$ cat config.mk
export PLATFORM = sky130hd
export DESIGN_NAME = video_mode_ctrl
export DESIGN_NICKNAME = d
export VERILOG_FILES = /design/src/rtl/video_mode_ctrl.sv
export SDC_FILE = /design/constraint.sdc
export NUM_CORES = 1
export LEC_CHECK = 0
export ABC_CLOCK_PERIOD_IN_PS = 16400
export BUFFER_PORTS_ARGS = -buffer_cell sky130_fd_sc_hd__buf_2
export CAP_MARGIN = 40
export CORE_MARGIN = 1
export CORE_UTILIZATION = 50
export DETAILED_ROUTE_END_ITERATION = 6
export GPL_TIMING_DRIVEN = 0
export MAX_ROUTING_LAYER = met4
export PLACE_DENSITY = 0.66
export SLEW_MARGIN = 20
export SYNTH_ARGS = -nofsm -noshare
export SYNTH_HDL_FRONTEND = slang
export SYNTH_SLANG_ARGS = --single-unit
$ cat constraint.sdc
create_clock -name clk -period 16.4 [get_ports clk]
set_clock_uncertainty 0.2 [all_clocks]
set_input_delay 1.64 -clock clk [delete_from_list [all_inputs] [get_ports clk]]
set_output_delay 1.64 -clock clk [all_outputs]
set_load 0.02 [all_outputs]
$ cat src/rtl/video_mode_ctrl.sv
// video_mode_ctrl
// Frame-synchronous control for the RGB / gray / binary display datapath.
// Debounces three user keys into press events, keeps pending mode/threshold/auto
// settings and commits them only at frame start (rising edge of i_vs). In auto
// mode the previous frame's mean luma, computed by a serial restoring divider
// during vertical blanking, becomes the binarisation threshold.
//
// Ports
//   clk        system/pixel clock, rising edge
//   rst        asynchronous active-high reset
//   key[2:0]   raw active-high keys: [0] cycle mode, [1] threshold += step, [2] toggle auto
//   i_vs       vertical sync, rising edge = frame start
//   i_de       active-pixel strobe
//   i_gray     pixel luma, valid with i_de
//   mode       committed mode: 0 RGB, 1 gray, 2 binary
//   threshold  committed binarisation threshold
//   auto_en    committed auto-threshold enable
//   div_busy   mean divider running
//   th_upd     one-cycle pulse when an auto threshold is written
module video_mode_ctrl #(
    parameter int unsigned DEBOUNCE_CYCLES = 500000,
    parameter logic [7:0]  TH_RESET        = 8'd40,
    parameter logic [7:0]  TH_STEP         = 8'd5
) (
    input  logic       clk,
    input  logic       rst,
    input  logic [2:0] key,
    input  logic       i_vs,
    input  logic       i_de,
    input  logic [7:0] i_gray,
    output logic [1:0] mode,
    output logic [7:0] threshold,
    output logic       auto_en,
    output logic       div_busy,
    output logic       th_upd
);

    localparam int unsigned    DB_W    = (DEBOUNCE_CYCLES > 2) ? $clog2(DEBOUNCE_CYCLES) : 1;
    localparam logic [DB_W-1:0] DB_LAST = DB_W'(DEBOUNCE_CYCLES - 1);

    typedef enum logic [1:0] {S_IDLE, S_DIV, S_DONE} state_t;

    // ---------------- key synchronise + debounce ----------------
    logic [2:0] key_evt;

    genvar gi;
    generate
        for (gi = 0; gi < 3; gi++) begin : g_key
            logic [1:0]      sync_q;
            logic            level_q;
            logic [DB_W-1:0] cnt_q;
            logic            press_q;

            always_ff @(posedge clk or posedge rst) begin
                if (rst) begin
                    sync_q  <= '0;
                    level_q <= 1'b0;
                    cnt_q   <= '0;
                    press_q <= 1'b0;
                end else begin
                    sync_q  <= {sync_q[0], key[gi]};
                    press_q <= 1'b0;
                    if (sync_q[1] == level_q) begin
                        cnt_q <= '0;
                    end else if (cnt_q == DB_LAST) begin
                        level_q <= sync_q[1];
                        cnt_q   <= '0;
                        press_q <= sync_q[1];   // only 0->1 yields an event
                    end else begin
                        cnt_q <= cnt_q + 1'b1;
                    end
                end
            end

            assign key_evt[gi] = press_q;
        end
    endgenerate

    // ---------------- frame start ----------------
    logic vs_q, vs_d_q;
    logic vs_rise;
    assign vs_rise = vs_q & ~vs_d_q;

    // ---------------- pending settings ----------------
    logic [1:0] mode_p_q;
    logic [7:0] th_p_q;
    logic       auto_p_q;
    logic [8:0] th_sum;
    logic [7:0] th_step_sat;

    assign th_sum      = {1'b0, th_p_q} + {1'b0, TH_STEP};
    assign th_step_sat = th_sum[8] ? 8'hFF : th_sum[7:0];

    // ---------------- accumulator ----------------
    logic [31:0] sum_q, snap_sum_q;
    logic [23:0] cnt_q, snap_cnt_q;
    logic        start_q;           // division request, one cycle after vs_rise
    logic [32:0] sum_add;
    assign sum_add = {1'b0, sum_q} + {25'd0, i_gray};

    // ---------------- divider ----------------
    state_t      state_q, state_d;
    logic [23:0] rem_q, rem_d;
    logic [31:0] quo_q, quo_d;      // dividend shifts out the top, quotient in the bottom
    logic [23:0] dvs_q, dvs_d;
    logic [4:0]  bit_q, bit_d;
    logic        done_wr;
    logic [24:0] rem_shift;
    logic [23:0] rem_sub;
    logic        rem_ge;
    logic [7:0]  quo_clamp;

    assign rem_shift = {rem_q, quo_q[31]};
    assign rem_ge    = (rem_shift >= {1'b0, dvs_q});
    // When rem_ge holds the difference is below the divisor, so 24 bits suffice.
    assign rem_sub   = rem_shift[23:0] - dvs_q;
    assign quo_clamp = (|quo_q[31:8]) ? 8'hFF : quo_q[7:0];

    always_comb begin
        state_d = state_q;
        rem_d   = rem_q;
        quo_d   = quo_q;
        dvs_d   = dvs_q;
        bit_d   = bit_q;
        done_wr = 1'b0;
        case (state_q)
            S_IDLE: begin
                if (start_q && (snap_cnt_q != 24'd0)) begin
                    state_d = S_DIV;
                    rem_d   = '0;
                    quo_d   = snap_sum_q;
                    dvs_d   = snap_cnt_q;
                    bit_d   = '0;
                end
            end
            S_DIV: begin
                rem_d = rem_ge ? rem_sub : rem_shift[23:0];
                quo_d = {quo_q[30:0], rem_ge};
                bit_d = bit_q + 5'd1;
                if (bit_q == 5'd31) begin
                    state_d = S_DONE;
                end
            end
            S_DONE: begin
                state_d = S_IDLE;
                done_wr = 1'b1;
            end
            default: state_d = S_IDLE;
        endcase
        // A new frame aborts any running division; the fresh snapshot restarts it
        // via start_q on the following cycle.
        if (vs_rise) begin
            state_d = S_IDLE;
            done_wr = 1'b0;
        end
    end

    // ---------------- committed outputs ----------------
    logic [1:0] mode_q;
    logic [7:0] threshold_q;
    logic       auto_en_q, div_busy_q, th_upd_q;

    always_ff @(posedge clk or posedge rst) begin
        if (rst) begin
            vs_q        <= 1'b0;
            vs_d_q      <= 1'b0;
            mode_p_q    <= 2'd0;
            th_p_q      <= TH_RESET;
            auto_p_q    <= 1'b0;
            sum_q       <= '0;
            cnt_q       <= '0;
            snap_sum_q  <= '0;
            snap_cnt_q  <= '0;
            start_q     <= 1'b0;
            state_q     <= S_IDLE;
            rem_q       <= '0;
            quo_q       <= '0;
            dvs_q       <= '0;
            bit_q       <= '0;
            mode_q      <= 2'd0;
            threshold_q <= TH_RESET;
            auto_en_q   <= 1'b0;
            div_busy_q  <= 1'b0;
            th_upd_q    <= 1'b0;
        end else begin
            vs_q   <= i_vs;
            vs_d_q <= vs_q;

            if (key_evt[0]) mode_p_q <= (mode_p_q == 2'd2) ? 2'd0 : mode_p_q + 2'd1;
            if (key_evt[1] && !auto_p_q) th_p_q <= th_step_sat;
            if (key_evt[2]) auto_p_q <= ~auto_p_q;

            start_q <= 1'b0;
            if (vs_rise) begin
                snap_sum_q <= sum_q;
                snap_cnt_q <= cnt_q;
                sum_q      <= '0;
                cnt_q      <= '0;
                start_q    <= auto_p_q;
            end else if (i_de) begin
                sum_q <= sum_add[32] ? 32'hFFFF_FFFF : sum_add[31:0];
                cnt_q <= (&cnt_q) ? cnt_q : cnt_q + 24'd1;
            end

            state_q <= state_d;
            rem_q   <= rem_d;
            quo_q   <= quo_d;
            dvs_q   <= dvs_d;
            bit_q   <= bit_d;

            // Commit uses the pre-event pending values (non-blocking update above).
            if (vs_rise) begin
                mode_q    <= mode_p_q;
                auto_en_q <= auto_p_q;
                if (!auto_p_q) threshold_q <= th_p_q;
            end else if (done_wr && auto_en_q) begin
                threshold_q <= quo_clamp;
            end
            th_upd_q   <= done_wr & auto_en_q;
            div_busy_q <= (state_d == S_DIV);
        end
    end

    assign mode      = mode_q;
    assign threshold = threshold_q;
    assign auto_en   = auto_en_q;
    assign div_busy  = div_busy_q;
    assign th_upd    = th_upd_q;

endmodule

==> results.md <==
* Clk network pwr share at 45.5%
* Comb power frac at 7.5%
* Nature of the critical path endpoint: flop
* Final WL at 31,900 um
* Core ar. at 28,700 sq um
* Setup TNS at 0 ns
* Dominant cell type by area after synthesis: dfrtp_1
* Clk buf depth at 3
* Hpwl dp at 22,800 um
* Commonest cells in the netlist: dfrtp_1, nand2_1, nor2_1, o21ai_0, mux2i_1
* Synth Flop Type: dfrtp_1
* RSZ-0062 raised after global routing: false
* Seq cells post-synth at 295
* Min Tclk post-route at 3.94 ns
* # hold bufs at CTS at 0
* Final period utilization at 24.0%
* CP Data Required Time at 16.55 ns
* Met3 Use GR at 3.78%
* Initial antenna violation count at 3
* Post-CTS setup buffer count at 0
* Worst slew pin tran at 0.768 ns
* Drt drc at 0
* Global Route Usage Sum at 22.8%
* Max cap viols at 0
* CTS H-tree depth at 2
* Layout area overhead at 12.5%
* Post-placement cell area at 15,300 sq um
* I/O pin count at 28
* Sw power at 394 uW
* Post-synth cell types at 68
* Layout Utilization at 57.2%
* Cell count after synthesis at 1,518
* DP Worst Slack at 11.96 ns
* Hold Crit Class: flop to flop
* Skew-Pair Late Insertion Delay at 0.51 ns
* Fill count at 2,549
* Initial DRC Count at 654
* Die ar. at 29,900 sq um
* Routed Antenna Nets at 0
* Layout cells sized above 1 at 8.40%
* Worst Path Max Fanout at 10
* Vias at 10,800
* Buffers on Ports at 27
* Sequential Area at 7390 sq um
* First-pass GRT wire length at 54,300 um
* Initial core utilization at 50.8%
* Hold Path End: g_key[2].sync_q[1]
* Worst-path clk slew at 0.06 ns
* Max_slew headroom at 48.4%
* Clock Sinks at 295
* Hold_sp: g_key[2].sync_q[0]
* P per Cell Area at 101 nW/um^2
* Final worst slack at 12.46 ns
* Die X at 173 um
* Async SR Flop Fraction at 100%
* Post-DR vias/cell at 5.42
* Post-CTS sizing at 0
* Root buffer cell: clkbuf_16
* Final Hold Viols at 0
* Number of synthesized flops with an enable pin at 0
* Die height at 173 um
* Net count after synthesis at 1,574
* Count leader, synth: dfrtp_1
* Nets at 1,640
* Syn Area/Cell at 9.61 sq um
* WL/cell at 16.0 um
* Reg2Reg Depth at 11
* Leakage at 0.00794 uW
* Met2 GRT Util at 34.4%
* Grt total ovfl at 0
* GR Util met1 at 31.6%
* Run status: finished, final reports clean
* Largest net degree at the start of global routing at 88
* Max Clock Freq at 254 MHz
* Reg2reg start: rem_q[9]
* Sequential share of the synthesized area at 50.6%
* Vias in the first global route at 10,800
* Critical Path Start Type: input pin
* R2R Setup Slk at 13.25 ns
* Number of CTS-inserted buffers at 34
* Reg power frac at 47.0%
* Syn Std Cell Area at 14,600 sq um
* Crit path arrival time at 4.09 ns
* Yosys warning count at 0
* FP Rows at 62
* GP Congestion at 0.906
* Hold depth at 0
* Fin. max-slew vios at 0
* Sw Share at 23.9%
* Pint at 1260 uW
* Design area at 16,400 sq um
* Area contributors post-synth: dfrtp_1, nand2_1, mux2i_1
* Pre-Repair DR Iteration Count at 5
* Worst vdd ir at 0.0000733 V
* GRT Max-Usage Layer: met2
* Final setup fails at 0
* Yosys top cell area share at 49.9%
* Area of the multi-input gates at 6750 sq um
* Worst flop-to-flop path endpoint: rem_q[2]
* TritonCTS clock tree: built
* CP Class: input pin to flop
kinds of logic (layout without fill, tap and decap cells):
group | count (synthesis) | in the layout | synth area share (%)
other cells | 0 | 5 | 0
flops | 295 | 295 | 50.6
fa+ha+maj | 41 | 41 | 3.62
buf+inv | 110 | 199 | 3.12
mux | 85 | 85 | 6.08
compound gates | 254 | 254 | 10.6
simple gates | 632 | 632 | 19.9
xor+xnor | 101 | 101 | 6.06
state kept, by name, indices dropped and copies added (netlist names), 24 cells and up:
signal	count
g_key.cnt_q	57
quo_q	32
snap_sum_q	32
sum_q	32
cnt_q	24
dvs_q	24
rem_q	24
snap_cnt_q	24
power groups by stage:
stage / Combinational, uW / Clock (uW) / Sequential (uW)
2_1_floorplan: 89.6 / 0 / 782
3_3_place_gp: 120 / 0 / 787
3_5_place_dp: 124 / 0 / 787
4_1_cts: 125 / 771 / 774
5_1_grt: 140 / 801 / 778
6_report: 123 / 751 / 775
cell usage in the layout (no fill, tap or decap), drive strengths merged, types with 12 or more instances in the layout:
| cell type | count |
|---|---|
| xor2 | 54 |
| dfrtp | 291 |
| mux2i | 56 |
| a21o | 15 |
| a21oi | 57 |
| buf | 43 |
| clkbuf | 101 |
| nand2b | 12 |
| nand2 | 277 |
| nor2 | 139 |
| a31oi | 14 |
| mux2 | 29 |
| nor3 | 24 |
| ha | 39 |
| nand3 | 49 |
| xnor2 | 47 |
| inv | 48 |
| nand4 | 31 |
| o21ai | 101 |
| nor4 | 18 |
| and3 | 22 |
how the worst max path moves through the flow:
stage,start,endpoint,slack (ns),cells after the start
3_5_place_dp,i_gray[0],sum_q[11],11.96,11
5_1_grt,i_gray[0],sum_q[3],12.38,10
3_3_place_gp,rst,rem_q[13],3.05,2
4_1_cts,i_gray[0],sum_q[22],12.50,10
2_1_floorplan,rst,auto_en,6.42,1
6_report,i_gray[0],sum_q[22],12.46,10
metal layers:
metal  share of wire [%]  wire length [um]
met3                 4.5              1430
met1                  49             15600
met2                  44             14100
met4                 2.4               763
met5                   0                 0
layout make-up:
type,count,share of cell area [%]
Antenna cell,5,0.0762
Clock inverter,8,0.778
Inverter,47,1.12
Multi-Input combinational cell,1113,41.1
Tap cell,384,2.93
Sequential cell,295,45.0
Clock buffer,51,5.95
Timing Repair Buffer,30,1.33
Buffer,63,1.70
stage by stage:
stage	total power, uW	hold slack (ns)	std cells
4_1_cts	1670	0.149	1991
6_report	1650	0.147	1996
5_1_grt	1720	0.153	1993
3_3_place_gp	907	0.135	1929
3_5_place_dp	912	0.136	1932
2_1_floorplan	872	0.131	1518
worst max-delay path, stage by stage:
cell and delay (ns):
buf_2 0.10, ha_1 0.21, fa_1 0.40, a21o_1 0.19
a21oi_1 0.23, o21bai_1 0.14, a21o_1 0.23, nand3_1 0.32
clkbuf_1 0.45, a311oi_1 0.17
No activity file was read; power rests on OpenSTA's default activity.
